===== src/rtl/alu_rs_param_pkg.sv =====
// ============================================================================
//  Module   : alu_rs_param_pkg
//  Purpose  : Shared ALU op encodings and tag constants for the ALU station
//  Revision : 1.0  initial release
// ============================================================================
`default_nettype none

package alu_rs_param_pkg;

    localparam int OP_W     = 4;
    localparam int TAG_FREE = 0;

    typedef enum logic [OP_W-1:0] {
        OP_NOP  = 4'd0,
        OP_ADD  = 4'd1,
        OP_SUB  = 4'd2,
        OP_SLL  = 4'd3,
        OP_SLT  = 4'd4,
        OP_SLTU = 4'd5,
        OP_XOR  = 4'd6,
        OP_SRL  = 4'd7,
        OP_SRA  = 4'd8,
        OP_OR   = 4'd9,
        OP_AND  = 4'd10,
        OP_LUI  = 4'd11,
        OP_JAL  = 4'd12,
        OP_JALR = 4'd13
    } alu_op_e;

endpackage

`default_nettype wire


===== src/rtl/alu_rs_age_matrix.sv =====
// ============================================================================
//  Module   : alu_rs_age_matrix
//  Purpose  : Age matrix selecting the oldest ready reservation-station entry
//  Revision : 1.0  initial release
// ============================================================================
`default_nettype none

module alu_rs_age_matrix #(
    parameter int RS_DEPTH = 8
) (
    input  logic                clk,
    input  logic                rst,
    input  logic                flush,
    input  logic [RS_DEPTH-1:0] alloc,
    input  logic [RS_DEPTH-1:0] free,
    input  logic [RS_DEPTH-1:0] ready,
    output logic [RS_DEPTH-1:0] oldest
);

    // r_age[i][j] set means entry i is older than entry j; diagonal stays zero
    logic [RS_DEPTH-1:0] r_age [RS_DEPTH];

    always_ff @(posedge clk) begin
        if (rst || flush) begin
            for (int i = 0; i < RS_DEPTH; i++) r_age[i] <= '0;
        end else begin
            for (int i = 0; i < RS_DEPTH; i++) begin
                for (int j = 0; j < RS_DEPTH; j++) begin
                    if (i == j)
                        r_age[i][j] <= 1'b0;
                    else if (alloc[j])
                        r_age[i][j] <= 1'b1;
                    else if (alloc[i] || free[i] || free[j])
                        r_age[i][j] <= 1'b0;
                end
            end
        end
    end

    always_comb begin
        oldest = '0;
        for (int i = 0; i < RS_DEPTH; i++) begin
            oldest[i] = ready[i];
            for (int j = 0; j < RS_DEPTH; j++) begin
                if (ready[j] && r_age[j][i]) oldest[i] = 1'b0;
            end
        end
    end

endmodule

`default_nettype wire


===== src/rtl/alu_rs_param.sv =====
// ============================================================================
//  Module   : alu_rs_param
//  Purpose  : Parametrised ALU reservation station with oldest-first issue,
//             N-port CDB snoop and a held result stage
//  Revision : 1.0  initial release
// ============================================================================
`default_nettype none

module alu_rs_param
    import alu_rs_param_pkg::*;
#(
    parameter int RS_DEPTH = 8,
    parameter int DATA_W   = 32,
    parameter int ADDR_W   = 32,
    parameter int TAG_W    = 4,
    parameter int N_CDB    = 2
) (
    input  logic                    clk,
    input  logic                    rst,
    input  logic                    flush,
    input  logic                    disp_valid,
    output logic                    disp_ready,
    input  logic [OP_W-1:0]         disp_op,
    input  logic [TAG_W-1:0]        disp_dest,
    input  logic [TAG_W-1:0]        disp_tag1,
    input  logic [TAG_W-1:0]        disp_tag2,
    input  logic [DATA_W-1:0]       disp_data1,
    input  logic [DATA_W-1:0]       disp_data2,
    input  logic [ADDR_W-1:0]       disp_pc,
    input  logic [N_CDB-1:0]        cdb_valid,
    input  logic [N_CDB*TAG_W-1:0]  cdb_tag,
    input  logic [N_CDB*DATA_W-1:0] cdb_data,
    output logic                    out_valid,
    input  logic                    out_ready,
    output logic [TAG_W-1:0]        out_tag,
    output logic [DATA_W-1:0]       out_data,
    output logic [ADDR_W-1:0]       out_target,
    output logic                    out_pc_valid
);

    localparam int IDX_W = $clog2(RS_DEPTH);
    localparam int SH_W  = $clog2(DATA_W);
    localparam logic [TAG_W-1:0] C_TAG_FREE = TAG_W'(TAG_FREE);

    typedef struct packed {
        logic              valid;
        alu_op_e           op;
        logic [TAG_W-1:0]  dest;
        logic [TAG_W-1:0]  tag1;
        logic [DATA_W-1:0] data1;
        logic [TAG_W-1:0]  tag2;
        logic [DATA_W-1:0] data2;
        logic [ADDR_W-1:0] pc;
    } entry_t;

    typedef struct packed {
        logic              hit;
        logic [DATA_W-1:0] data;
    } snoop_t;

    typedef struct packed {
        logic [DATA_W-1:0] data;
        logic [ADDR_W-1:0] target;
        logic              pc_valid;
    } result_t;

    // Lowest CDB port wins when several carry the same tag
    function automatic snoop_t cdb_lookup(input logic [TAG_W-1:0] tag);
        snoop_t s;
        s = '0;
        for (int p = N_CDB - 1; p >= 0; p--) begin
            if (cdb_valid[p] && tag != C_TAG_FREE && cdb_tag[p*TAG_W +: TAG_W] == tag) begin
                s.hit  = 1'b1;
                s.data = cdb_data[p*DATA_W +: DATA_W];
            end
        end
        return s;
    endfunction

    function automatic result_t execute(input entry_t e);
        result_t          r;
        logic [SH_W-1:0]  sh;
        r  = '0;
        sh = e.data2[SH_W-1:0];
        case (e.op)
            OP_ADD:  r.data = e.data1 + e.data2;
            OP_SUB:  r.data = e.data1 - e.data2;
            OP_SLL:  r.data = e.data1 << sh;
            OP_SLT:  r.data = DATA_W'($signed(e.data1) < $signed(e.data2));
            OP_SLTU: r.data = DATA_W'(e.data1 < e.data2);
            OP_XOR:  r.data = e.data1 ^ e.data2;
            OP_SRL:  r.data = e.data1 >> sh;
            OP_SRA:  r.data = DATA_W'($signed(e.data1) >>> sh);
            OP_OR:   r.data = e.data1 | e.data2;
            OP_AND:  r.data = e.data1 & e.data2;
            OP_LUI:  r.data = e.data2;
            OP_JAL: begin
                r.target   = e.pc + ADDR_W'(e.data2);
                r.data     = DATA_W'(e.pc + ADDR_W'(4));
                r.pc_valid = 1'b1;
            end
            OP_JALR: begin
                r.target   = ADDR_W'(e.data1 + e.data2) & ~ADDR_W'(1);
                r.data     = DATA_W'(e.pc + ADDR_W'(4));
                r.pc_valid = 1'b1;
            end
            default: r = '0;
        endcase
        return r;
    endfunction

    entry_t              r_ent [RS_DEPTH];
    logic                r_out_valid;
    logic [TAG_W-1:0]    r_out_tag;
    logic [DATA_W-1:0]   r_out_data;
    logic [ADDR_W-1:0]   r_out_target;
    logic                r_out_pc_valid;

    logic [RS_DEPTH-1:0] w_ready;
    logic [RS_DEPTH-1:0] w_oldest;
    logic [RS_DEPTH-1:0] w_issue_oh;
    logic [RS_DEPTH-1:0] w_alloc_oh;
    logic [IDX_W-1:0]    w_alloc_idx;
    logic                w_accept;
    logic                w_can_issue;
    entry_t              w_issue_ent;
    entry_t              w_new;
    result_t             w_result;
    snoop_t              w_s1 [RS_DEPTH];
    snoop_t              w_s2 [RS_DEPTH];
    snoop_t              w_b1;
    snoop_t              w_b2;

    always_comb begin
        disp_ready  = 1'b0;
        w_alloc_idx = '0;
        for (int i = RS_DEPTH - 1; i >= 0; i--) begin
            if (!r_ent[i].valid) begin
                disp_ready  = 1'b1;
                w_alloc_idx = IDX_W'(i);
            end
        end
        w_accept   = disp_valid && disp_ready && (disp_op != OP_NOP);
        w_alloc_oh = '0;
        if (w_accept) w_alloc_oh[w_alloc_idx] = 1'b1;
    end

    always_comb begin
        w_issue_ent = '0;
        for (int i = 0; i < RS_DEPTH; i++) begin
            w_ready[i] = r_ent[i].valid && r_ent[i].tag1 == C_TAG_FREE
                                        && r_ent[i].tag2 == C_TAG_FREE;
            w_s1[i]    = cdb_lookup(r_ent[i].tag1);
            w_s2[i]    = cdb_lookup(r_ent[i].tag2);
            if (w_oldest[i]) w_issue_ent = r_ent[i];
        end
        w_can_issue = (|w_ready) && (!r_out_valid || out_ready);
        w_issue_oh  = w_can_issue ? w_oldest : '0;
        w_result    = execute(w_issue_ent);
    end

    // Operands broadcast in the dispatch cycle are captured directly
    always_comb begin
        w_b1        = cdb_lookup(disp_tag1);
        w_b2        = cdb_lookup(disp_tag2);
        w_new.valid = 1'b1;
        w_new.op    = alu_op_e'(disp_op);
        w_new.dest  = disp_dest;
        w_new.tag1  = w_b1.hit ? C_TAG_FREE : disp_tag1;
        w_new.data1 = w_b1.hit ? w_b1.data  : disp_data1;
        w_new.tag2  = w_b2.hit ? C_TAG_FREE : disp_tag2;
        w_new.data2 = w_b2.hit ? w_b2.data  : disp_data2;
        w_new.pc    = disp_pc;
    end

    alu_rs_age_matrix #(
        .RS_DEPTH (RS_DEPTH)
    ) u_age (
        .clk    (clk),
        .rst    (rst),
        .flush  (flush),
        .alloc  (w_alloc_oh),
        .free   (w_issue_oh),
        .ready  (w_ready),
        .oldest (w_oldest)
    );

    always_ff @(posedge clk) begin
        if (rst || flush) begin
            for (int i = 0; i < RS_DEPTH; i++) r_ent[i] <= '0;
            r_out_valid    <= 1'b0;
            r_out_tag      <= C_TAG_FREE;
            r_out_data     <= '0;
            r_out_target   <= '0;
            r_out_pc_valid <= 1'b0;
        end else begin
            for (int i = 0; i < RS_DEPTH; i++) begin
                if (w_issue_oh[i]) begin
                    r_ent[i].valid <= 1'b0;
                end else if (w_alloc_oh[i]) begin
                    r_ent[i] <= w_new;
                end else if (r_ent[i].valid) begin
                    if (w_s1[i].hit) begin
                        r_ent[i].tag1  <= C_TAG_FREE;
                        r_ent[i].data1 <= w_s1[i].data;
                    end
                    if (w_s2[i].hit) begin
                        r_ent[i].tag2  <= C_TAG_FREE;
                        r_ent[i].data2 <= w_s2[i].data;
                    end
                end
            end
            if (w_can_issue) begin
                r_out_valid    <= 1'b1;
                r_out_tag      <= w_issue_ent.dest;
                r_out_data     <= w_result.data;
                r_out_target   <= w_result.target;
                r_out_pc_valid <= w_result.pc_valid;
            end else if (out_ready) begin
                r_out_valid    <= 1'b0;
                r_out_tag      <= C_TAG_FREE;
                r_out_data     <= '0;
                r_out_target   <= '0;
                r_out_pc_valid <= 1'b0;
            end
        end
    end

    assign out_valid    = r_out_valid;
    assign out_tag      = r_out_tag;
    assign out_data     = r_out_data;
    assign out_target   = r_out_target;
    assign out_pc_valid = r_out_pc_valid;

endmodule

`default_nettype wire

===== config.mk =====
export PLATFORM = sky130hd
export DESIGN_NAME = alu_rs_param
export DESIGN_NICKNAME = d
export VERILOG_FILES = /design/src/rtl/alu_rs_param_pkg.sv /design/src/rtl/alu_rs_age_matrix.sv /design/src/rtl/alu_rs_param.sv
export SDC_FILE = /design/constraint.sdc
export NUM_CORES = 2
export LEC_CHECK = 0
export CORE_ASPECT_RATIO = 1.4
export CORE_MARGIN = 8
export CORE_UTILIZATION = 45
export CTS_BUF_LIST = sky130_fd_sc_hd__clkbuf_4
export DETAILED_ROUTE_END_ITERATION = 7
export GPL_ROUTABILITY_DRIVEN = 0
export SLEW_MARGIN = 20
export SYNTH_ARGS = -nofsm -noshare
export SYNTH_HDL_FRONTEND = slang
export SYNTH_SLANG_ARGS = --single-unit

===== constraint.sdc =====
create_clock -name clk -period 11.5 [get_ports clk]
set_clock_uncertainty 0.1 [all_clocks]
set_input_delay 2.3 -clock clk [delete_from_list [all_inputs] [get_ports clk]]
set_output_delay 2.3 -clock clk [all_outputs]
set_load 0.01 [all_outputs]

==> flow_metrics.env <==
export IMPL_outcome="finished, violations left"
export IMPL_violations="design-rule violations"
export IMPL_hold_violations=0
export IMPL_place_port_buffers=261
export IMPL_grt_antenna_before_repair=21
export IMPL_regArea_um2=30330
export IMPL_start_util=0.4524
export IMPL_grt_overflow=0
export IMPL_place_hpwl_mm=200.2
export IMPL_ant_nets=0
export IMPL_drtPass1Iterations=8
export IMPL_cap_violations=0
export IMPL_yosysTopAreaCell="edfxtp_1"
export IMPL_htreeDepth=5
export IMPL_r2r_cells=26
export IMPL_synth_flop_cell="edfxtp_1"
export IMPL_cts_setup_buffers=0
export IMPL_critPathMaxFanout=61
export IMPL_ys_seq_area_frac=0.4479
export IMPL_drcViolationCount=4
export IMPL_fp_dieH_um=475.0
export IMPL_synth_edf_count=960
export IMPL_critPathSlowestCell="or4b_1"
export IMPL_clockBufferDepth=4
export IMPL_multi_input_area_um2=34010
export IMPL_synth_async_reset_ratio=0
export IMPL_critPathCaptureType="register"
export IMPL_synthMostInstantiatedCell="edfxtp_1"
export IMPL_p_total_mw=9.541
export IMPL_cts_clk_slew_worst_paths_ns=0.07
export IMPL_area_growth_pct=11.44
export IMPL_maxSlewHeadroom=0.09498
export IMPL_startpoint_type="register"
export IMPL_layout_drive_gt1_share=0.1357
export IMPL_fin_crit_ns=9.244
export IMPL_grt_usage=0.3684
export IMPL_synthCells=7020
export IMPL_grt_pass1_wl_mm=438.3
export IMPL_drtIter0Drc=9380
export IMPL_io_pins=262
export IMPL_synth_area_um2=67710
export IMPL_fmax_ghz=0.1082
export IMPL_yosys_warnings=0
export IMPL_ys_ff_latch=1035
export IMPL_clock_latency_ns=1.33
export IMPL_required_ns=12.63
export IMPL_whs_path_depth=2
export IMPL_period_share=0.8038
export IMPL_fillers=13980
export IMPL_drv_slew=0
export IMPL_crit_top_cell="buf_4"
export IMPL_num_vias=64050
export IMPL_fin_tns_setup_ns=0
export IMPL_crit_buf_inv=4
export IMPL_setup_viol=0
export IMPL_wirelength_mm=312.8
export IMPL_synth_commonest_cells="edfxtp_1 (960), nor2_1 (929), mux2i_1 (592)"
export IMPL_critPathKind="register to register"
export IMPL_p_leak_nw=28.31
export IMPL_synth_area_leaders="edfxtp_1 (43%), mux2i_1 (8.8%), nor2_1 (5.2%)"
export IMPL_core_um2=149700
export IMPL_clock_sinks=1035
export IMPL_clockRootBuffer="clkbuf_4"
export IMPL_grt_max_degree=81
export IMPL_vdd_drop_max_uv=102.9
export IMPL_core_rowCount=168
export IMPL_fp_dieArea_um2=163300
export IMPL_powerDensity_nw_per_um2=126.4
export IMPL_cp_slowest_stage_delay_ns=0.71
export IMPL_grt_pass1_vias=61840
export IMPL_ctsResizeCount=0
export IMPL_crit_cells=26
export IMPL_cts_tree="built"
export IMPL_cts_buffers=282
export IMPL_avgRoutedWirePerCell_um=33.81
export IMPL_crit_family="compound AO/OA/AOI/OAI gates"
export IMPL_hold_class="register to register"
export IMPL_syn_avg_cell_area_um2=9.645
export IMPL_ctsHoldBuffers=0
export IMPL_viasPerCell=6.924
export IMPL_crit_arrival_ns=10.37
export IMPL_worst_pin_slew_ns=1.358
export IMPL_synth_cell_types=128
export IMPL_synth_top_area_frac=0.4258
export IMPL_final_core_util=0.5041
export IMPL_die_x_um=343.8
export IMPL_rsz0062_at_grt="false"
export IMPL_layout_nets=7450
[per-stage QoR]
step                cell area (µm²)  hold WS, ns  cells  setup WS (ns)
floorplan                     67720       0.3738   7024          4.194
global placement              72030       0.3370   8780          2.915
detailed placement            72030       0.3483   8780          2.682
CTS                           75340       0.3567   9233          2.695
global route                  75420       0.3588   9239          1.983
finish                        75450       0.3593   9250          2.256
[registers in the layout, summed over array words and instances (netlist names)]
register / cells
r_ent: 904
u_age.r_age: 61
out_data: 32
out_target: 32
out_tag: 4
out_pc_valid: 1
out_valid: 1
[report_power, final]
part / internal [mW] / total [mW] / switching [mW]
combinational: 0.562 / 1.84 / 1.28
sequential: 4.31 / 4.41 / 0.0922
clock: 1.67 / 3.30 / 1.62
total: 6.55 / 9.54 / 2.99
[kinds of logic (layout without fill, tap and decap cells)]
| group | Yosys count | after routing | synth area share |
|---|---|---|---|
| other | 1 | 20 | 0.00005539 |
| DFF | 1035 | 1035 | 0.4479 |
| muxes | 733 | 733 | 0.1111 |
| and+or+nand+nor | 2043 | 2043 | 0.1373 |
| buffers and inverters | 922 | 1178 | 0.05843 |
| AOI/OAI and AO/OA | 1922 | 1922 | 0.1895 |
| xor gates and xnor gates | 216 | 216 | 0.02794 |
| adders and majority gates | 148 | 148 | 0.02768 |
[metal layers]
metal,vias to the layer above,track usage,share of wire
met5,-,0.006248,0.00029
met2,5374,0.5621,0.44
li1,26580,-,-
met4,14,0.2826,0.092
met3,1557,0.1299,0.13
met1,30520,0.4214,0.34
[worst min-delay path, delay by kind of cell (launching register included)]
kind            cells  cell delay (ns)
flops               1             0.31
simple gates        1             0.06
compound gates      1             0.05
[final cells by class]
cell class | count | share of cell area
well taps | 1955 | 0.03242
diodes | 15 | 0.0004975
clock inverters | 61 | 0.004892
multi-input cells | 5067 | 0.4507
flip-flops and latches | 1035 | 0.4020
inverters | 222 | 0.01104
repair buffers | 503 | 0.05947
clock buffers | 392 | 0.03900
[final timing paths]
kind,startpoint,endpoint,slack [ns]
setup reg to reg,r_ent[0][451],out_data[30],2.26
hold / removal,out_data[11],out_data[11],0.36
hold reg to reg,out_data[11],out_data[11],0.36
setup / recovery,r_ent[0][451],out_data[30],2.26
[placed cells by master, fill, tap and decap left out, drive strengths merged, types with 45 or more instances in the layout]
master and instances:
xor2 64, or3 49, nand4 74, clkinv 53, nor3 152, o221ai 45, buf 243, o22ai 422
clkdlybuf4s50 260, mux2i 594, o211ai 66, ha 145, nor2 937, nor4 56, and2 56, nand3 110
o21ai 279, a22oi 52, a221oi 105, clkbuf 392, a31oi 59, a211oi 87, edfxtp 960, dfxtp 75
a21oi 465, nand2 458, mux2 139, inv 225, xnor2 152
Note: power is estimated with default switching activity, not from simulation.
